--- config.mk ---
export PLATFORM = sky130hd
export DESIGN_NAME = wash_cycle_controller
export DESIGN_NICKNAME = d
export VERILOG_FILES = /design/src/rtl/wash_cycle_controller.sv
export SDC_FILE = /design/constraint.sdc
export NUM_CORES = 1
export LEC_CHECK = 0
export CORE_MARGIN = 4
export CORE_UTILIZATION = 35
export CTS_BUF_LIST = sky130_fd_sc_hd__clkbuf_2 sky130_fd_sc_hd__clkbuf_4 sky130_fd_sc_hd__clkbuf_8
export DETAILED_ROUTE_END_ITERATION = 7
export GPL_TIMING_DRIVEN = 0
export PLACE_DENSITY = 0.66
export SYNTH_ARGS = -nofsm -noshare
export SYNTH_HDL_FRONTEND = slang
export SYNTH_SLANG_ARGS = --single-unit
--- constraint.sdc ---
create_clock -name clk -period 4.5 [get_ports clk]
set_input_delay 0.9 -clock clk [delete_from_list [all_inputs] [get_ports clk]]
set_output_delay 0.9 -clock clk [all_outputs]
set_load 0.005 [all_outputs]
--- src/rtl/wash_cycle_controller.sv ---
// ============================================================================
// wash_cycle_controller: washing-machine master sequencer with timer handshake
// Rev 1.0
// ============================================================================
`default_nettype none

module wash_cycle_controller #(
  parameter int LOAD_W  = 3,
  parameter int STATE_W = 3
) (
  input  logic              clk,
  input  logic              reset,
  input  logic              start,
  input  logic              cancel,
  input  logic              door_closed,
  input  logic [LOAD_W-1:0] load_sel,
  input  logic              td,
  input  logic              tf,
  input  logic              tw,
  input  logic              tr,
  input  logic              ts,
  output logic              tmr_clr,
  output logic [LOAD_W-1:0] tmr_load,
  output logic              door_lock,
  output logic              water_valve,
  output logic              motor_agitate,
  output logic              motor_spin,
  output logic              drain_pump,
  output logic              busy,
  output logic              done,
  output logic              aborted,
  output logic [STATE_W-1:0] state
);

  typedef enum logic [2:0] {
    IDLE  = 3'd0,
    LOCK  = 3'd1,
    FILL  = 3'd2,
    WASH  = 3'd3,
    RINSE = 3'd4,
    SPIN  = 3'd5,
    DONE  = 3'd6,
    ABORT = 3'd7
  } state_t;

  state_t            cur_state, nxt_state;
  logic              armed;
  logic              phase_flag;
  logic              running;
  logic              start_ok;
  logic              clr_nxt;
  logic [LOAD_W-1:0] load_clamped;

  assign load_clamped = (load_sel > LOAD_W'(2)) ? LOAD_W'(2) : load_sel;
  assign state        = STATE_W'(cur_state);

  always_comb begin
    nxt_state     = cur_state;
    phase_flag    = 1'b0;
    start_ok      = 1'b0;
    door_lock     = 1'b0;
    water_valve   = 1'b0;
    motor_agitate = 1'b0;
    motor_spin    = 1'b0;
    drain_pump    = 1'b0;
    busy          = 1'b0;
    done          = 1'b0;

    case (cur_state)
      LOCK:  begin phase_flag = td; door_lock = 1'b1; busy = 1'b1; end
      FILL:  begin phase_flag = tf; door_lock = 1'b1; water_valve = 1'b1; busy = 1'b1; end
      WASH:  begin phase_flag = tw; door_lock = 1'b1; motor_agitate = 1'b1; busy = 1'b1; end
      RINSE: begin
        phase_flag    = tr;
        door_lock     = 1'b1;
        water_valve   = 1'b1;
        motor_agitate = 1'b1;
        busy          = 1'b1;
      end
      SPIN:  begin
        phase_flag = ts;
        door_lock  = 1'b1;
        motor_spin = 1'b1;
        drain_pump = 1'b1;
        busy       = 1'b1;
      end
      ABORT: begin phase_flag = ts; door_lock = 1'b1; drain_pump = 1'b1; busy = 1'b1; end
      DONE:  done = 1'b1;
      default: ;
    endcase

    running = (cur_state == LOCK) || (cur_state == FILL) || (cur_state == WASH) ||
              (cur_state == RINSE) || (cur_state == SPIN);

    // Faults outrank the phase flag, which outranks a new start.
    if (running && (cancel || !door_closed)) begin
      nxt_state = (cur_state == LOCK) ? IDLE : ABORT;
    end else if ((cur_state == DONE) && cancel) begin
      nxt_state = IDLE;
    end else if (armed && phase_flag) begin
      case (cur_state)
        LOCK:    nxt_state = FILL;
        FILL:    nxt_state = WASH;
        WASH:    nxt_state = RINSE;
        RINSE:   nxt_state = SPIN;
        SPIN:    nxt_state = DONE;
        ABORT:   nxt_state = IDLE;
        default: nxt_state = cur_state;
      endcase
    end else if (((cur_state == IDLE) || (cur_state == DONE)) && start && door_closed) begin
      nxt_state = LOCK;
      start_ok  = 1'b1;
    end

    clr_nxt = (nxt_state == IDLE) || (nxt_state == DONE) || (nxt_state != cur_state);
  end

  // armed rises one edge after tmr_clr falls, so a phase lasts at least 3 cycles
  // and flags left over from the previous phase are never sampled.
  always_ff @(posedge clk or posedge reset) begin
    if (reset) begin
      cur_state <= IDLE;
      tmr_clr   <= 1'b1;
      armed     <= 1'b0;
      aborted   <= 1'b0;
      tmr_load  <= '0;
    end else begin
      cur_state <= nxt_state;
      tmr_clr   <= clr_nxt;
      armed     <= !tmr_clr && !clr_nxt;
      if (start_ok) begin
        tmr_load <= load_clamped;
        aborted  <= 1'b0;
      end else if ((nxt_state == ABORT) && (cur_state != ABORT)) begin
        aborted <= 1'b1;
      end
    end
  end

endmodule

`default_nettype wire
== Word-level counts from Yosys, hierarchy flattened ==
Cells that the tools add are included.

* Add/subtract/negate cells: 0
* Bitwise logic cells: 0
* Order comparisons: 1
* Equal/unequal tests: 11
* Multiply operators: 0
* Mux-type cells: 20
* Reductions and logical operators: 25
* Divide/modulo/power cells: 0
* Shift-type cells: 0

{| class="wikitable"
|+ Operators with widths
! operator !! count
|-
| 3-bit == test, second input constant || 6
|-
| 3-bit two-way mux || 6
|-
| 3-bit case mux with 6 select lines || 1
|-
| 1-bit two-way mux || 12
|-
| 1-bit logical OR || 8
|-
| 1-bit logical AND || 7
|-
| 3-bit by 2-bit == test with 1-bit output, second input constant || 2
|-
| 3-bit logical NOT || 2
|-
| 2-bit OR reduction || 3
|-
| 6-bit OR reduction || 1
|-
| 1-bit case mux with 5 select lines || 1
|-
| 3-bit by 1-bit == test with 1-bit output, second input constant || 1
|-
| 3-bit by 2-bit > comparator with 1-bit output, second input constant || 1
|-
| 1-bit logical NOT || 3
|-
| 3-bit inequality test || 1
|-
| 3-bit inequality test, second input constant || 1
|-
| 2-bit nonzero test || 1
|}

* Memories: 0
* Register bits after elaboration: 9
* Input bits: 13
* Logic and storage cells: 62
* Bits in latches: 0
* Output and inout bits: 15
* Memory bits (read-only): 0
* Bits in writable memories: 0

== Depth between registers and ports, before layout ==
Gate-level depths: netlist of run 1.

* Depth in word-level cells: 13
* Gate-level depth with buffers: 6
* Gate-level depth less buffers: 5

== Worst setup path after synthesis of run 1 ==
Ideal clock, no wire load.

* Kind: reg2out
* Start point: reg cur_state[2], in the netlist state[2]
* End point: out door_lock
* Setup slack: 2.414 ns
* Stages on the path, launching flop included: 6
* Path buffers: 3
* Data required time: 3.600 ns
* Arrival: 1.186 ns
* Cell sequence: dfrtp_1 > buf_4 > buf_2 > xnor2_1 > nand2_1 > buf_4

* Longest elaborated chain between the ends: 3
* Elaborated cells on any way between the ends: 8
* Those cells by class: eq/ne: 6; mux: 1; reduce/logical: 1

{| class="wikitable"
|+ RTL lines
! item !! line !! text
|-
| start: declaration || 46 || <nowiki>state_t cur_state, nxt_state;</nowiki>
|-
| start signal: assignment || 128 || <nowiki>cur_state <= nxt_state;</nowiki>
|-
| 3-bit by 1-bit == test with 1-bit output, or another cell as far along || n/a ||
|-
| 6-bit OR reduction (no source line) (*) || n/a ||
|-
| 1-bit two-way mux (*) || n/a ||
|-
| end: declaration || 24 || <nowiki>output logic door_lock,</nowiki>
|}

Every way passes the cells marked *; elsewhere a longest branch is shown, timed or not.

== Final worst setup path of run 1 ==
* Start point: reg cur_state[2], in the netlist state[2]
* End point: out door_lock

* Longest elaborated chain between the ends: 3
* Elaborated cells on any way between the ends: 8
* Those cells by class: eq/ne: 6; mux: 1; reduce/logical: 1

{| class="wikitable"
|+ RTL lines
! item !! line !! text
|-
| 3-bit by 1-bit == test with 1-bit output, or another cell as far along || 69 || <nowiki>case (cur_state)</nowiki>
|-
| 6-bit OR reduction (no source line) (*) || n/a ||
|-
| 1-bit two-way mux (*) || 69 ||
|}

Marks and branches as above.

==> impl.org, run 1 <==
** Status
- The run finished with clean final reports.

** Floorplanning
- Area of the die :: 0.00289 mm^2
- The floorplan has 16 rows.
- The floorplan step set the die width to 53.8 um.
- Core Box Area :: 0.00198 mm^2
- Pin placement for this block handled 28 I/O pins.
- For this configuration, the core starts out at a cell density of 0.370.
- The die is 53.8 um tall.

** Logic synthesis
- Post-synth EDFFs :: 0
- Post-synthesis sequential area ratio :: 0.309
- Post-Synthesis Net Count :: 100
- After synthesis the netlist holds a flip-flop and latch count of 9.
- Area leader, netlist :: sky130_fd_sc_hd__dfrtp_1
- Of all flip-flops after synthesis, the portion carrying an async set or reset was 1.00.
- For this run, the leading register cell type out of synthesis is sky130_fd_sc_hd__dfrtp_1.
- Number of instances in the synthesized netlist :: 87
- In the post-synthesis netlist, the biggest area contributors are sky130_fd_sc_hd__dfrtp_1 27%, sky130_fd_sc_hd__nor2_1 5.6%, sky130_fd_sc_hd__a21oi_1 4.1%.
- During synthesis, Yosys emitted a total of 0 warnings.
- Mean post-synth cell area :: approximately 8.4 um^2
- Fraction of synthesized cell area taken by the top area cell type :: 0.273
- The mapped netlist covers 733 um^2.
- The netlist uses 41 different library cells.

** Setup path
- Family of cells with the greatest summed delay on the critical path :: buffers and inverters
- Crit. End Element :: primary output
- Along the worst path, the maximum fanout reaches 10.
- Among all stages on the critical path, the largest delay is contributed by sky130_fd_sc_hd__clkdlybuf4s50_1.
- Data arrives at the worst endpoint at 1970 ps.
- Worst Path Buf+Inv :: 4
- CP Cell Sequence :: buf_4, buf_2, xnor2_1, nand2_1, buf_4, clkdlybuf4s50_1
- Dominant cell type by count on the critical path :: sky130_fd_sc_hd__buf_4
- Data on the critical path is required at its endpoint by 3600 ps.
- STA classifies the critical path startpoint as a flip-flop.
- On the worst path, the slowest cell contributes a delay of 440 ps.
- The worst setup path is of the flip-flop to primary output kind.

** Drt
- Antenna-violating nets left :: 0
- Pre-antenna DRT Iters :: 4
- In the routed design, unresolved DRC markers number 0.
- Vias per Instance :: a little under 5
- Post-Route WL :: around 1900 um
- Routed wire per std cell :: ~13 um
- The detailed router finished its first iteration with 19 violations.
- The final route contains 715 vias.

** Clock tree
- Counting the buffers created by CTS gives 3.
- Later-pin clock latency in the skew report :: about 260 ps
- Clk pin slew, worst setup/hold paths :: 60 ps
- For this design, the CTS-stage hold fixing added 0 buffers.
- CTS tree :: built
- CTS root buffer :: sky130_fd_sc_hd__clkbuf_4
- In this run the number of H-tree levels came out at 1.
- Post-CTS setup buffers :: 0
- Gates resized during post-CTS repair numbered 0.
- Clock tree synthesis found a total of 9 sinks.
- Largest buffer count on any clock path :: 2

** Placed design
- At the placement stage, the worst setup path has a slack of 1810 ps.
- Placer's final routability congestion estimate :: a little under 0.9
- The count of buffers added on input and output ports is 27.
- Once detailed placement completed, the half-perimeter wirelength came to 1450 um.

** Global routing
- For this run, global-route usage on met3 was measured as 0.0443.
- Met2 Usage GRT :: 0.214
- Global routing finished with a remaining overflow of 0.
- Maximum number of pins on one net before global-route repair :: 11
- For this run, global-route usage on met1 was measured as 0.207.
- Global-route wire length before repair :: just over 3000 um
- Via count of the first global-routing pass :: around 670
- For this run, the total global-route usage over all layers was measured as 0.144.
- Peak-usage layer in the global routing report :: met2
- Number of antenna violations at the first check in global routing :: 0

** Finish
- Compared with the post-synthesis result, the final layout area differs by 45.6%.
- Share of cells above drive strength 1 :: 0.161
- In the final design database the tool counted between 100 and 150 nets.
- The layout has 194 filler cells.
- The repair_antennas step left the layout with diodes totalling 0.

** Power
- In this run the power density over the cells is 535 mW/mm^2.
- Maximum vdd drop :: 0.304 mV
- Total power :: 0.000571 W
- For this design the static power due to leakage is around 0.44 nW.

** Run
- Max-cap violations in this run came to 0.

** STA
- The number of slew-limit violations in the final report came to 0.
- Worst Clk Skew :: approximately 4.2 ps
- Based on the critical path, the design can be clocked at up to about 350 MHz.
- The count of final hold-check violations is 0.
- Unrepaired setup endpoints after global routing :: false
- In the finished design, the share of the clock period the worst path needs comes to 0.637.
- Final setup slack of the worst path :: 1630 ps
- Post-route setup TNS :: 0 ps
- Headroom to the max-slew limit came out at 0.574.
- Slew @ Worst Pin :: 634 ps
- Setup violations remaining at the end of the flow were counted as 0.
- Counting I/O delays and the setup requirement, the final critical path takes 2870 ps.

** Hold path
- HP Class :: flip-flop to flip-flop
-- per-stage QoR --
step | hold WS, ps | instance area (um^2) | util | cells
floorplan | 488 | 733 | - | 87
global placement | 486 | 1040 | 0.523 | 141
detailed placement | 505 | 1040 | 0.523 | 141
CTS | 523 | 1070 | 0.539 | 145
global route | 555 | 1070 | 0.539 | 145
finish | 512 | 1070 | 0.539 | 145
-- area by class of cell --
| cell class | count | area (um^2) | share of cell area |
|---|---|---|---|
| Tap cell | 27 | 33.8 | 0.0317 |
| Timing Repair Buffer | 27 | 270 | 0.253 |
| Buffer | 7 | 46.3 | 0.0434 |
| Sequential cell | 9 | 226 | 0.212 |
| Inverter | 6 | 22.5 | 0.0211 |
| Multi-Input combinational cell | 65 | 438 | 0.410 |
| Clock buffer | 4 | 30.0 | 0.0281 |
-- synth_stat cells, drive strengths merged (2+ instances only) --
cell type,count
buf,7
dfrtp,8
and2,2
nor2b,4
nand3,3
inv,6
nand2,6
nor3,2
o21ai,4
a21oi,6
mux2,2
nor2,11
and3,2
nand2b,2
-- cell families (layout without fill, tap and decap cells) --
kind of cell | count (synthesis) | in the layout | synth area share
and+or+nand+nor | 37 | 37 | 0.297
AOI/OAI and AO/OA | 24 | 24 | 0.234
buffers and inverters | 13 | 44 | 0.0938
DFF | 9 | 9 | 0.309
muxes | 3 | 3 | 0.0546
xor gates and xnor gates | 1 | 1 | 0.0119
-- state kept, by name, indices dropped and copies added, names as in the netlist --
signal and cells:
state 3, tmr_load 3, aborted 1, armed 1, tmr_clr 1
-- worst paths after layout --
kind                                   from           to  slack (ps)  cells after the start
worst min-delay path            tmr_load[2]  tmr_load[2]         510                      1
min in group asynchronous             reset  tmr_load[1]         900                      2
worst max register to register     state[0]      tmr_clr        2670                      6
worst min register to register  tmr_load[2]  tmr_load[2]         510                      1
max in group asynchronous             reset      tmr_clr        3300                      2
worst max-delay path               state[2]    door_lock        1630                      6
-- routing by layer --
layer / share of wire / up-vias / wire length (um)
met5: 0 / - / 0
met4: 0.0064 / 0 / 12
met3: 0.028 / 2 / 52
met2: 0.47 / 12 / 878
met1: 0.50 / 330 / 936
li1: - / 371 / -
-- report_power, final --
part / total, W / internal [W] / switching (W)
logic: 0.000371 / 0.000202 / 0.000169
clock network: 0.0000676 / 0.0000401 / 0.0000274
registers: 0.000133 / 0.000113 / 0.0000197
-- worst register-to-register path, cell delays in order (launching register included) --
cell and delay, ps:
sky130_fd_sc_hd__dfrtp_1 390, sky130_fd_sc_hd__buf_6 140, sky130_fd_sc_hd__and2_1 130, sky130_fd_sc_hd__o211ai_1 310, sky130_fd_sc_hd__a41oi_1 200, sky130_fd_sc_hd__o21ai_2 260
sky130_fd_sc_hd__mux2_4 320
-- placed cells by master, fill, tap and decap left out, drive strengths merged, types with 2 or more instances in the layout --
cell type	netlist	layout
a21oi	6	6
mux2	2	2
and2	2	2
nand2b	2	2
buf	7	7
nand2	6	6
and3	2	2
nor2b	4	4
nor2	11	11
clkdlybuf4s50	0	27
clkbuf	0	4
nand3	3	3
o21ai	4	4
inv	6	6
nor3	2	2
dfrtp	8	8
(Power assumes the default switching activity.)
==> run 2, diff against run 1 <==
==> constraint.sdc (replaced) <==
create_clock -name clk -period 2.8 [get_ports clk]
set_input_delay 0.56 -clock clk [delete_from_list [all_inputs] [get_ports clk]]
set_output_delay 0.56 -clock clk [all_outputs]
set_load 0.005 [all_outputs]
==> results of run 2 <==
The final DEF is identical to that of run 1. Status: complete, no violations.
Among the figures that moved: setup slack after placement 1810 ps -> 449 ps; setup slack after layout 1630 ps -> 274 ps; register-to-register setup slack 2670 ps -> 970 ps; total power 0.000571 W -> 0.000918 W; worst IR drop on VDD 0.304 mV -> 0.489 mV
==> run 3, diff against run 2 <==
--- a/config.mk
+++ b/config.mk
@@ -5,6 +5,7 @@
 export SDC_FILE = /design/constraint.sdc
 export NUM_CORES = 1
 export LEC_CHECK = 0
+export ABC_AREA = 1
 export CORE_MARGIN = 4
 export CORE_UTILIZATION = 35
 export CTS_BUF_LIST = sky130_fd_sc_hd__clkbuf_2 sky130_fd_sc_hd__clkbuf_4 sky130_fd_sc_hd__clkbuf_8
==> run 3 against run 2 <==
  * Sequential share of layout area is 0.22 points lower
  * Via count rose by 4.9%
  * Non-clock buffer count down 3
  * Register-to-register slack gained 80 ps
  * Cell count rose by 14%
  * Flip-flop and latch count is the same
  * Die area is 1.3% higher
  * Design area increased by 1.1%
  * First-iteration DRC count is 37% lower
  * Largest cell class unchanged
  * Highest routed layer unchanged
==> impl.org, run 3 <==
** Placed design
- Estimated wirelength of the detail-placed design :: 1390 um (-4.1%)
- Placer's final routability congestion estimate :: 0.882 (+0.26%)
- Count of input and output buffers :: 27 (unchanged)
- The number of cells in the design after placement was 161 (+14%).

** Floorplanning
- The I/O pin count came to 28 (unchanged).
- Area of the die :: 0.00293 mm^2 (+1.3%)
- Starting Density :: 0.376 (+0.00568)
- The number of core rows is 16 (unchanged).
- The die boundary height came to 54.1 um (+0.65%).
- Die span in x :: 54.1 um (+0.65%)
- The placeable core area was 0.00198 mm^2 (unchanged).

** Clock tree
- Clk pin slew, worst setup/hold paths :: 60 ps (about the same)
- The clock tree buffer depth is 2 (unchanged).
- CTS root buffer :: sky130_fd_sc_hd__clkbuf_4
- Inserted Clock Buffers :: 3 (unchanged)
- CTS sink count :: 9 (unchanged)
- Quantity of gates resized following cts :: 0 (unchanged)
- The number of hold-repair buffers added at the cts stage is 0 (unchanged).
- TritonCTS built the clock tree.
- Post-CTS setup buffers :: 0 (unchanged)
- The clock network latency to the later pin of the worst-skew pair came to 260 ps (about the same).
- Maximum level of the CTS H-tree :: 1 (unchanged)

** Logic synthesis
- Post-synthesis sequential area ratio :: 0.304 (-0.00467)
- Yosys instantiated no cell more often than sky130_fd_sc_hd__nand2_1.
- By area, the combinational part of the netlist is dominated by simple AND/OR/NAND/NOR gates.
- The number of different library cells in the post-synthesis netlist came to 22 (-46%).
- Post-Synth Adder-Cell Area :: 0 (unchanged)
- The share of the synthesized area in compound gates (AO/OA/AOI/OAI) was 0.0689 (-0.165).
- Area leader, netlist :: sky130_fd_sc_hd__dfrtp_1
- The Yosys warning count came to 0 (unchanged).
- The cell count after synthesis is 107 (+23%).
- The fraction of post-synthesis cell area in the top cell type by area came to 0.269 (-0.00413).
- Main flop type after synthesis :: sky130_fd_sc_hd__dfrtp_1
- The fraction of synthesized cell area in xor and xnor cells was 0 (-0.0119).
- The share of synthesized area spent on multiplexers came to 0 (-0.0546).
- Post-Synthesis Net Count :: 120 (+20%)
- Ranked by instance count, the synthesized netlist is headed by 23 x sky130_fd_sc_hd__nand2_1, 16 x sky130_fd_sc_hd__inv_1, 15 x sky130_fd_sc_hd__nand3_1.
- Main area contributors after synthesis :: sky130_fd_sc_hd__dfrtp_1 27%, sky130_fd_sc_hd__nand2_1 12%, sky130_fd_sc_hd__nand3_1 10%
- The mean instance size in the synthesized netlist was 6.96 um^2 (-17%).
- Synth Cell Area :: 744 um^2 (+1.5%)
- The fraction of registers with async set or reset after synthesis was 1.00 (unchanged).
- Yosys reg bits :: 9 (unchanged)
- The synthesized-area fraction occupied by and/or/nand/nor cells came to 0.464 (+0.167).
- Post-synth EDFFs :: 0 (unchanged)

** Finish
- Antenna diode count :: 0 (unchanged)
- The library cell used most frequently in the layout, excluding fill and tap cells, is sky130_fd_sc_hd__clkdlybuf4s50_1.
- Final non-filler cell total :: 165 (+14%)
- The library cells used most frequently in the layout, excluding fill and tap cells, are 27 x sky130_fd_sc_hd__clkdlybuf4s50_1, 23 x sky130_fd_sc_hd__nand2_1, 16 x sky130_fd_sc_hd__inv_1.
- Share of cells above drive strength 1 :: 0.225 (+0.0636)
- Number of inserted filler cells in the final layout :: 187 (-3.6%)
- Count of nets after finishing :: 152 (+15%)
- Area added between synthesis and finish :: 44.9%

** Global routing
- Total gr overflow :: 0 (unchanged)
- Global-route wire length before repair :: 2770 um (-10%)
- Maximum number of pins on one net before global-route repair :: 11 (unchanged)
- Number of antenna violations at the first check in global routing :: 0 (unchanged)
- The number of global-route vias before repair is 678 (+1.5%).
- Gr usage total :: 0.129 (-0.0157)

** STA
- Finish-stage setup viols :: 0 (unchanged)
- Worst Clk Skew :: 1.56 ps (-2.65 ps)
- Setup repair after global routing left no endpoint under its margin.
- Final worst-path cycle share :: 0.820
- Max-slew violation count :: 0 (unchanged)
- Static timing analysis puts the maximum clock frequency at roughly 440 MHz.
- The clock period could shrink to 2300 ps.
- The sum of negative setup slack came to 0 ps (unchanged).
- The transition at the pin with the smallest max-transition slack was 336 ps (-298 ps).
- The headroom to the max-slew limit is 0.776 (+0.202).
- Hold violation count in the final report :: 0 (unchanged)

** Power
- The share of power burned in combinational logic came to 0.727 (+0.078).
- Switching component of the power :: between 0.0005 and 0.0006 W
- Internal Dissipation :: between 0.0006 and 0.0007 W
- Part of the power in the clock network :: 0.090 (-0.028)
- The sequential group share of total power is 0.183 (-0.049).
- Leakage component of the power :: 0.548 nW (+25%)
- Of the total power, the share spent switching nets is 0.442.
- For this design the ratio of total power to cell area is ~1100 mW/mm^2.
- Total power :: 0.00119 W
- Maximum vdd drop :: 0.543 mV

** Setup path
- The cell depth of the worst flop-to-flop path is 10 (+4).
- Crit. End Element :: primary output
- Reg-to-reg slack, setup :: between 1000 and 1500 ps
- Type of the worst setup path :: flip-flop to primary output
- Setup crit start kind :: flip-flop
- Required arrival time at the worst endpoint :: 2240 ps
- Largest fanout on the critical path :: 8 (-2)
- Data arrival time of the critical path :: 1740 ps (-230 ps)
- In this run the critical register-to-register path is launched from state[1].
- The endpoint identified for the worst register-to-register timing path is tmr_load[0].

** Drt
- The via count of the routed design came to 750 (+4.9%).
- The number of iterations in the first detailed-routing pass is 4 (unchanged).
- The DRC marker count from the first detailed-route iteration came to 12 (-7).
- Post-Route WL :: 1650 um (-12%)
- The number of remaining DRC errors was 0 (unchanged).
- Antenna-violating nets left :: 0 (unchanged)
- The number of vias per cell after detailed routing is 4.55 (-7.8%).
- The routed length per placed instance was 9.99 um (-23%).

** Status
- The flow ran to the end, and the final reports show no timing, DRC or antenna violations.

** Hold path
- The path with the worst hold slack has its endpoint at armed.
- Hold wc startpoint :: tmr_clr
- Cell depth of the worst hold path :: 1 (unchanged)
- The path class of the tightest hold or removal check is flip-flop to flip-flop.

** Run
- The max capacitance violation total is 0 (unchanged).
[run 3: cell types whose count changed in the layout (fill, tap and decap cells not counted), moves of 3 or more]
| cell | previous run | this run |
|---|---|---|
| sky130_fd_sc_hd__nand2_1 | 6 | 23 |
| sky130_fd_sc_hd__nand3_1 | 3 | 15 |
| sky130_fd_sc_hd__inv_1 | 6 | 16 |
| sky130_fd_sc_hd__nand2_2 | 0 | 7 |
| sky130_fd_sc_hd__a21oi_1 | 6 | 0 |
| sky130_fd_sc_hd__buf_2 | 4 | 0 |
| sky130_fd_sc_hd__nor2_2 | 0 | 4 |
| sky130_fd_sc_hd__nor2b_1 | 3 | 0 |
[run 3: power by group through the flow]
stage | clock, W | sequential [W] | combinational (W)
2_1_floorplan | 0 | 0.000221 | 0.000562
3_3_place_gp | 0 | 0.000217 | 0.000870
3_5_place_dp | 0 | 0.000219 | 0.000871
4_1_cts | 0.000111 | 0.000218 | 0.000876
5_1_grt | 0.000119 | 0.000224 | 0.000975
6_report | 0.000107 | 0.000217 | 0.000864
[run 3: layer usage]
metal  up-vias  part of all wire  wire length [um]  global-route usage
met5         -                 0                 0                   0
li1        400                 -                 -                   -
met3         3             0.072               118              0.0249
met2        28              0.44               718               0.203
met1       319              0.48               787               0.171
met4         0             0.015                25              0.0498
[run 3: how the worst max path moves through the flow]
stage	from	slack (ps)	endpoint
2_1_floorplan	state[1]	1230	armed
3_3_place_gp	door_closed	720	armed
3_5_place_dp	door_closed	680	armed
4_1_cts	state[2]	480	door_lock
5_1_grt	state[2]	390	door_lock
6_report	state[2]	500	door_lock
[run 3: kinds of logic after synthesis]
group | after synthesis
buf+inv | 24
flops | 9
simple gates | 67
compound gates | 7
[run 3: final cells by class]
type / instances / area [um^2] / share of cell area
Buffer: 4 / 41.3 / 0.0383
Clock buffer: 4 / 30.0 / 0.0278
Inverter: 20 / 80.1 / 0.0742
Multi-Input combinational cell: 74 / 397 / 0.368
Sequential cell: 9 / 226 / 0.210
Tap cell: 27 / 33.8 / 0.0313
Timing Repair Buffer: 27 / 270 / 0.251
[run 3: worst max-delay path, stage by stage (launching register included)]
cell and delay (ps):
sky130_fd_sc_hd__dfrtp_1 380, sky130_fd_sc_hd__buf_6 150, sky130_fd_sc_hd__inv_4 90, sky130_fd_sc_hd__nand2_1 70, sky130_fd_sc_hd__nand2_2 100, sky130_fd_sc_hd__nor2_2 50, sky130_fd_sc_hd__inv_1 60, sky130_fd_sc_hd__buf_4 90
sky130_fd_sc_hd__clkdlybuf4s50_1 480
[run 3: metrics by stage]
step	util	hold slack (ps)	setup slack [ps]	area, um^2
2_1_floorplan	-	387	1230	744
3_3_place_gp	0.529	473	721	1050
3_5_place_dp	0.529	479	683	1050
4_1_cts	0.544	492	485	1080
5_1_grt	0.544	504	390	1080
6_report	0.544	488	505	1080
